## src/rtl/pc_redirect_pkg.sv

```systemverilog
// pc_redirect_pkg: sel encoding, redirect FSM states and default exception vector
package pc_redirect_pkg;
  localparam logic [2:0] SEL_SEQ  = 3'd0;
  localparam logic [2:0] SEL_BEQ  = 3'd1;
  localparam logic [2:0] SEL_BNE  = 3'd2;
  localparam logic [2:0] SEL_JUMP = 3'd3;
  localparam logic [2:0] SEL_JR   = 3'd4;
  localparam logic [2:0] SEL_EXC  = 3'd5;
  localparam logic [31:0] EXC_VECTOR_DEFAULT = 32'h0000_0080;
  typedef enum logic {ST_RUN, ST_HOLD} state_t;
endpackage

```

## src/rtl/pc_target_sel.sv

```systemverilog
// pc_target_sel: resolves taken/target for the next PC; misaligned redirects
// become the exception vector only when PC_ALIGN_CHECK_EN is defined.
module pc_target_sel
  import pc_redirect_pkg::*;
#(
  parameter int WIDTH = 32,
  parameter int INC = 4,
  parameter logic [WIDTH-1:0] EXC = '0
) (
  input  logic [2:0]       sel,
  input  logic             zero,
  input  logic [WIDTH-1:0] branch_target,
  input  logic [WIDTH-1:0] jump_target,
  input  logic [WIDTH-1:0] jr_target,
  input  logic [WIDTH-1:0] pc_plus,
  output logic [WIDTH-1:0] target,
  output logic             taken,
  output logic             misalign
);
`ifdef PC_ALIGN_CHECK_EN
  localparam logic [WIDTH-1:0] MASK = WIDTH'(INC - 1);
`else
  localparam logic [WIDTH-1:0] MASK = '0;
`endif
  logic [WIDTH-1:0] raw;
  assign raw = sel == SEL_JUMP ? jump_target :
               sel == SEL_JR   ? jr_target :
               sel == SEL_EXC  ? EXC : branch_target;
  assign taken = sel == SEL_BEQ ? zero :
                 sel == SEL_BNE ? !zero :
                 (sel == SEL_JUMP || sel == SEL_JR || sel == SEL_EXC);
  assign misalign = taken && |(raw & MASK);
  assign target = !taken ? pc_plus : misalign ? EXC : raw;
endmodule

```

## src/rtl/pc_redirect_unit.sv

```systemverilog
// pc_redirect_unit: PC register with stall-buffered redirects and flush pulse.
// Optional alignment check enabled by defining PC_ALIGN_CHECK_EN.
module pc_redirect_unit
  import pc_redirect_pkg::*;
#(
  parameter int WIDTH = 32,
  parameter logic [WIDTH-1:0] RESET_PC = '0,
  parameter int INC = 4,
  parameter logic [31:0] EXC_VECTOR = EXC_VECTOR_DEFAULT
) (
  input  logic             clk,
  input  logic             rst,
  input  logic             stall,
  input  logic [2:0]       sel,
  input  logic             zero,
  input  logic [WIDTH-1:0] branch_target,
  input  logic [WIDTH-1:0] jump_target,
  input  logic [WIDTH-1:0] jr_target,
  output logic [WIDTH-1:0] pc,
  output logic [WIDTH-1:0] pc_plus,
  output logic             flush,
  output logic             redirect_pending,
  output logic             misalign
);
  localparam logic [WIDTH-1:0] EXC = WIDTH'(EXC_VECTOR);
  state_t state, state_nxt;
  logic [WIDTH-1:0] target, pending;
  logic taken, mis, pend_mis, exc_sel;
  assign pc_plus = pc + WIDTH'(INC);
  assign exc_sel = sel == SEL_EXC;
  assign redirect_pending = state == ST_HOLD;
  pc_target_sel #(.WIDTH(WIDTH), .INC(INC), .EXC(EXC)) u_sel (
    .sel(sel), .zero(zero), .branch_target(branch_target),
    .jump_target(jump_target), .jr_target(jr_target), .pc_plus(pc_plus),
    .target(target), .taken(taken), .misalign(mis)
  );
  always_comb begin
    state_nxt = state;
    state_nxt = state == ST_RUN ? (stall && taken ? ST_HOLD : ST_RUN) : (stall ? ST_HOLD : ST_RUN);
  end
  always_ff @(posedge clk) state <= rst ? ST_RUN : state_nxt;
  // an exception arriving during HOLD supersedes the buffered redirect
  always_ff @(posedge clk) begin
    if (rst) begin
      pc <= RESET_PC;
      pending <= '0;
      pend_mis <= 1'b0;
      flush <= 1'b0;
      misalign <= 1'b0;
    end else begin
      flush <= 1'b0;
      misalign <= 1'b0;
      if (state == ST_RUN) begin
        if (!stall) begin
          pc <= target;
          flush <= taken;
          misalign <= mis;
        end else if (taken) begin
          pending <= target;
          pend_mis <= mis;
        end
      end else if (stall) begin
        if (exc_sel) begin
          pending <= EXC;
          pend_mis <= 1'b0;
        end
      end else begin
        pc <= exc_sel ? EXC : pending;
        flush <= 1'b1;
        misalign <= !exc_sel && pend_mis;
      end
    end
  end
endmodule

```

## config.mk

```make
export PLATFORM = sky130hd
export DESIGN_NAME = pc_redirect_unit
export DESIGN_NICKNAME = d
export VERILOG_FILES = /design/src/rtl/pc_redirect_pkg.sv /design/src/rtl/pc_target_sel.sv /design/src/rtl/pc_redirect_unit.sv
export SDC_FILE = /design/constraint.sdc
export NUM_CORES = 1
export LEC_CHECK = 0
export CAP_MARGIN = 25
export CORE_UTILIZATION = 35
export DETAILED_ROUTE_END_ITERATION = 10
export HOLD_SLACK_MARGIN = 0.08
export PLACE_DENSITY_LB_ADDON = 0.12
export SETUP_SLACK_MARGIN = 0.5
export SYNTH_ARGS = -nofsm -noshare
export SYNTH_HDL_FRONTEND = slang
export SYNTH_HIERARCHICAL = 1
export SYNTH_SLANG_ARGS = --single-unit
```

## constraint.sdc

```tcl
create_clock -name clk -period 5.1 [get_ports clk]
set_input_delay 0.765 -clock clk [delete_from_list [all_inputs] [get_ports clk]]
set_output_delay 0.765 -clock clk [all_outputs]
set_load 0.01 [all_outputs]
```

==> results.md <==
- Post-CTS setup buffers: 0
- Synth Instances: 634
- Slowest cell on crit path: clkdlybuf4s50_1
- Place WS: 1.41 ns
- Io pins: 170
- EDFF count, synth: 0
- Syn-to-layout area delta: 42.0%
- Syn avg cell area: 7.69 µm²
- DP HPWL: 12300 µm
- Yosys cell types: 41
- I/O Buffers: 169
- Global Route Usage Sum: 24.8%
- Setup crit end kind: output port
- Final worst clock skew: 0.00749 ns
- Seq cells post-synth: 68
- Largest net degree at the start of global routing: 69
- Die W: 120 µm
- Wire length of the first global-routing pass: 28400 µm
- Max_slew headroom: 34.8%
- Post-synthesis sequential area ratio: 27.9%
- Placed cell count: 922
- Vias in the first global route: 5385
- Initial DRC Count: 433
- Min-Delay Path Class: register to register
- Clock transition at path regs: 0.05 ns
- GP Congestion: 0.866
- Layout cells sized above 1: 5.50%
- DIE AREA: 14400 µm²
- Final Max Tran Viols: 0
- Yosys top cell by area: dfxtp_1
- Grt total ovfl: 0
- First-pass DRT Iterations: 5
- Final min period: 3.60 ns
- Post-route insts no fill: 939
- CTS max path bufs: 2
- Num CTS Buffers: 9
- Core Region: 13400 µm²
- Clock Sink Count: 68
- Synth cell count leaders: 68 x dfxtp_1, 68 x nor2_1, 68 x o21ai_0, 61 x a211oi_1, 46 x nand2_1
- Vias per inst: 5.91
- Critical Path Max Stage Delay: 0.59 ns
- Starting Density: 36.4%
- Design Area, Final: 6920 µm²
- Per-cell routed wire length: 19.1 µm
- Final setup viols: 0
- CTS Root Cell: clkbuf_16
- Post-Syn Area: 4870 µm²
- Max-Cap Viols: 0
- Synth area leaders: dfxtp_1 28%, a211oi_1 9.4%, or4bb_1 7.2%
- DRT antenna net count: 0
- Setup TNS: 0 ns
- # H-tree levels: 3
- Area after DPL: 6560 µm²
- Final-report hold violation count: 0
- Post-cts resize count: 0
- Worst vdd ir: 0.135 mV
- Asr flop ratio synth: 0%
- Crit Path Category: register to output port
- Fmax: 278 MHz
- Final worst path period share: 70.6%
- Final WL: 17900 µm
- Total vias in the final route: 5553
- Outcome: finished, final reports clean
- Dominant synthesized flop cell: dfxtp_1
- PwrDens: 264 nW/µm²
- Die Height: 120 µm
- Fin util: 51.7%
- Diode count: 0
- Worst path required time: 4.34 ns
- Antenna violations before repair: 0
- P_leak: 0.00238 µW
- Crit path cell chain: ha_1, and3_1, nand4_4, nor3_1, xor2_1, clkdlybuf4s50_1
- CTS tree: built
- Hold buffers post-CTS: 0
- Yosys warns: 6
- Yosys top cell area share: 27.9%
- Drc violations: 0
- Max FO, Critical Path: 9
- Crit path launch type: register
- NumNets Final: 862
- Syn_nets: 738
- Critical path arrival: 2.83 ns
- Clk Latency, worst-skew pair: 0.33 ns
- Final Worst Setup Slack: 1.50 ns
- Worst-margin pin slew: 0.972 ns
- Row cnt: 42
- RSZ-0062 raised after global routing: false
[per-layer routing]
layer	vias to the layer above	wire (µm)	track usage, %
li1	2638	-	-
met1	2631	7950	32.2
met2	258	8310	41.1
met3	26	1390	4.75
met4	0	279	7.89
met5	-	0	0
[report_power, final]
part	switching [µW]	internal (µW)	leakage, µW	total [µW]
registers	47.4	577	0.000562	625
clock network	234	475	0.000161	710
logic	241	255	0.00165	496
[sequential cells by signal (all words and copies together) (netlist names)]
signal / count
redirect_pending: 1
pc: 32
pend_mis: 1
misalign: 1
flush: 1
pending: 32
[worst max-delay path, delay by kind of cell (launching register included)]
kind / cells / cell delay [ns]
adders and majority gates: 1 / 0.21
DFF: 1 / 0.41
buffers and inverters: 1 / 0.59
and+or+nand+nor: 3 / 1.01
xor gates and xnor gates: 1 / 0.28
[area by class of cell]
type | instances | area (µm²)
flip-flops and latches | 68 | 1360
inverters | 10 | 37.5
repair buffers | 183 | 1800
clock buffers | 9 | 225
multi-input cells | 486 | 3170
fillers | 1264 | 6480
clock inverters | 7 | 115
well taps | 176 | 220
[through the flow]
step	power, µW	hold slack [ns]
after floorplan	888	0.451
after global placement	1120	0.461
after detailed placement	1120	0.473
after CTS	1830	0.483
after global routing	1910	0.507
final	1830	0.486
[final timing paths]
kind / startpoint / to / slack (ns) / cells past startpoint
setup / recovery: pc[2] / pc_plus[28] / 1.50 / 6
hold / removal: pending[2] / pending[2] / 0.49 / 2
setup reg to reg: pc[2] / pending[28] / 2.25 / 10
hold reg to reg: pending[2] / pending[2] / 0.49 / 2
[cell usage in the layout (no fill, tap or decap), drive strengths merged, types with 2 or more instances in the layout]
cell           netlist  final
and4                 5      5
xnor2               13     13
nor3                15     15
a21oi               36     36
nand3                9      9
clkdlybuf4s50        0    167
nor3b                2      2
buf                 24     16
a32oi               31     31
and3                 2      2
nand2               46     46
nor2b               33     33
o21ai               70     70
clkbuf              46      9
inv                  9      9
a211oi              61     61
bufinv               0      3
clkinvlp             0      2
dfxtp               68     68
nor2                69     69
nand4                5      5
and2                 3      3
xor2                15     15
or4bb               31     31
clkinv               1      3
o221ai              31     31
[cells by family after synthesis]
logic type               Yosys count  synth area share [%]
AO/OA/AOI/OAI                    231                  31.8
other                              1                0.0769
XOR/XNOR                          28                  5.03
adder cells (fa/ha/maj)            1                 0.257
flip-flops                        68                  27.9
buffers and inverters             80                  7.42
AND/OR/NAND/NOR                  225                  27.5
Power figures use the tool's default switching activity.
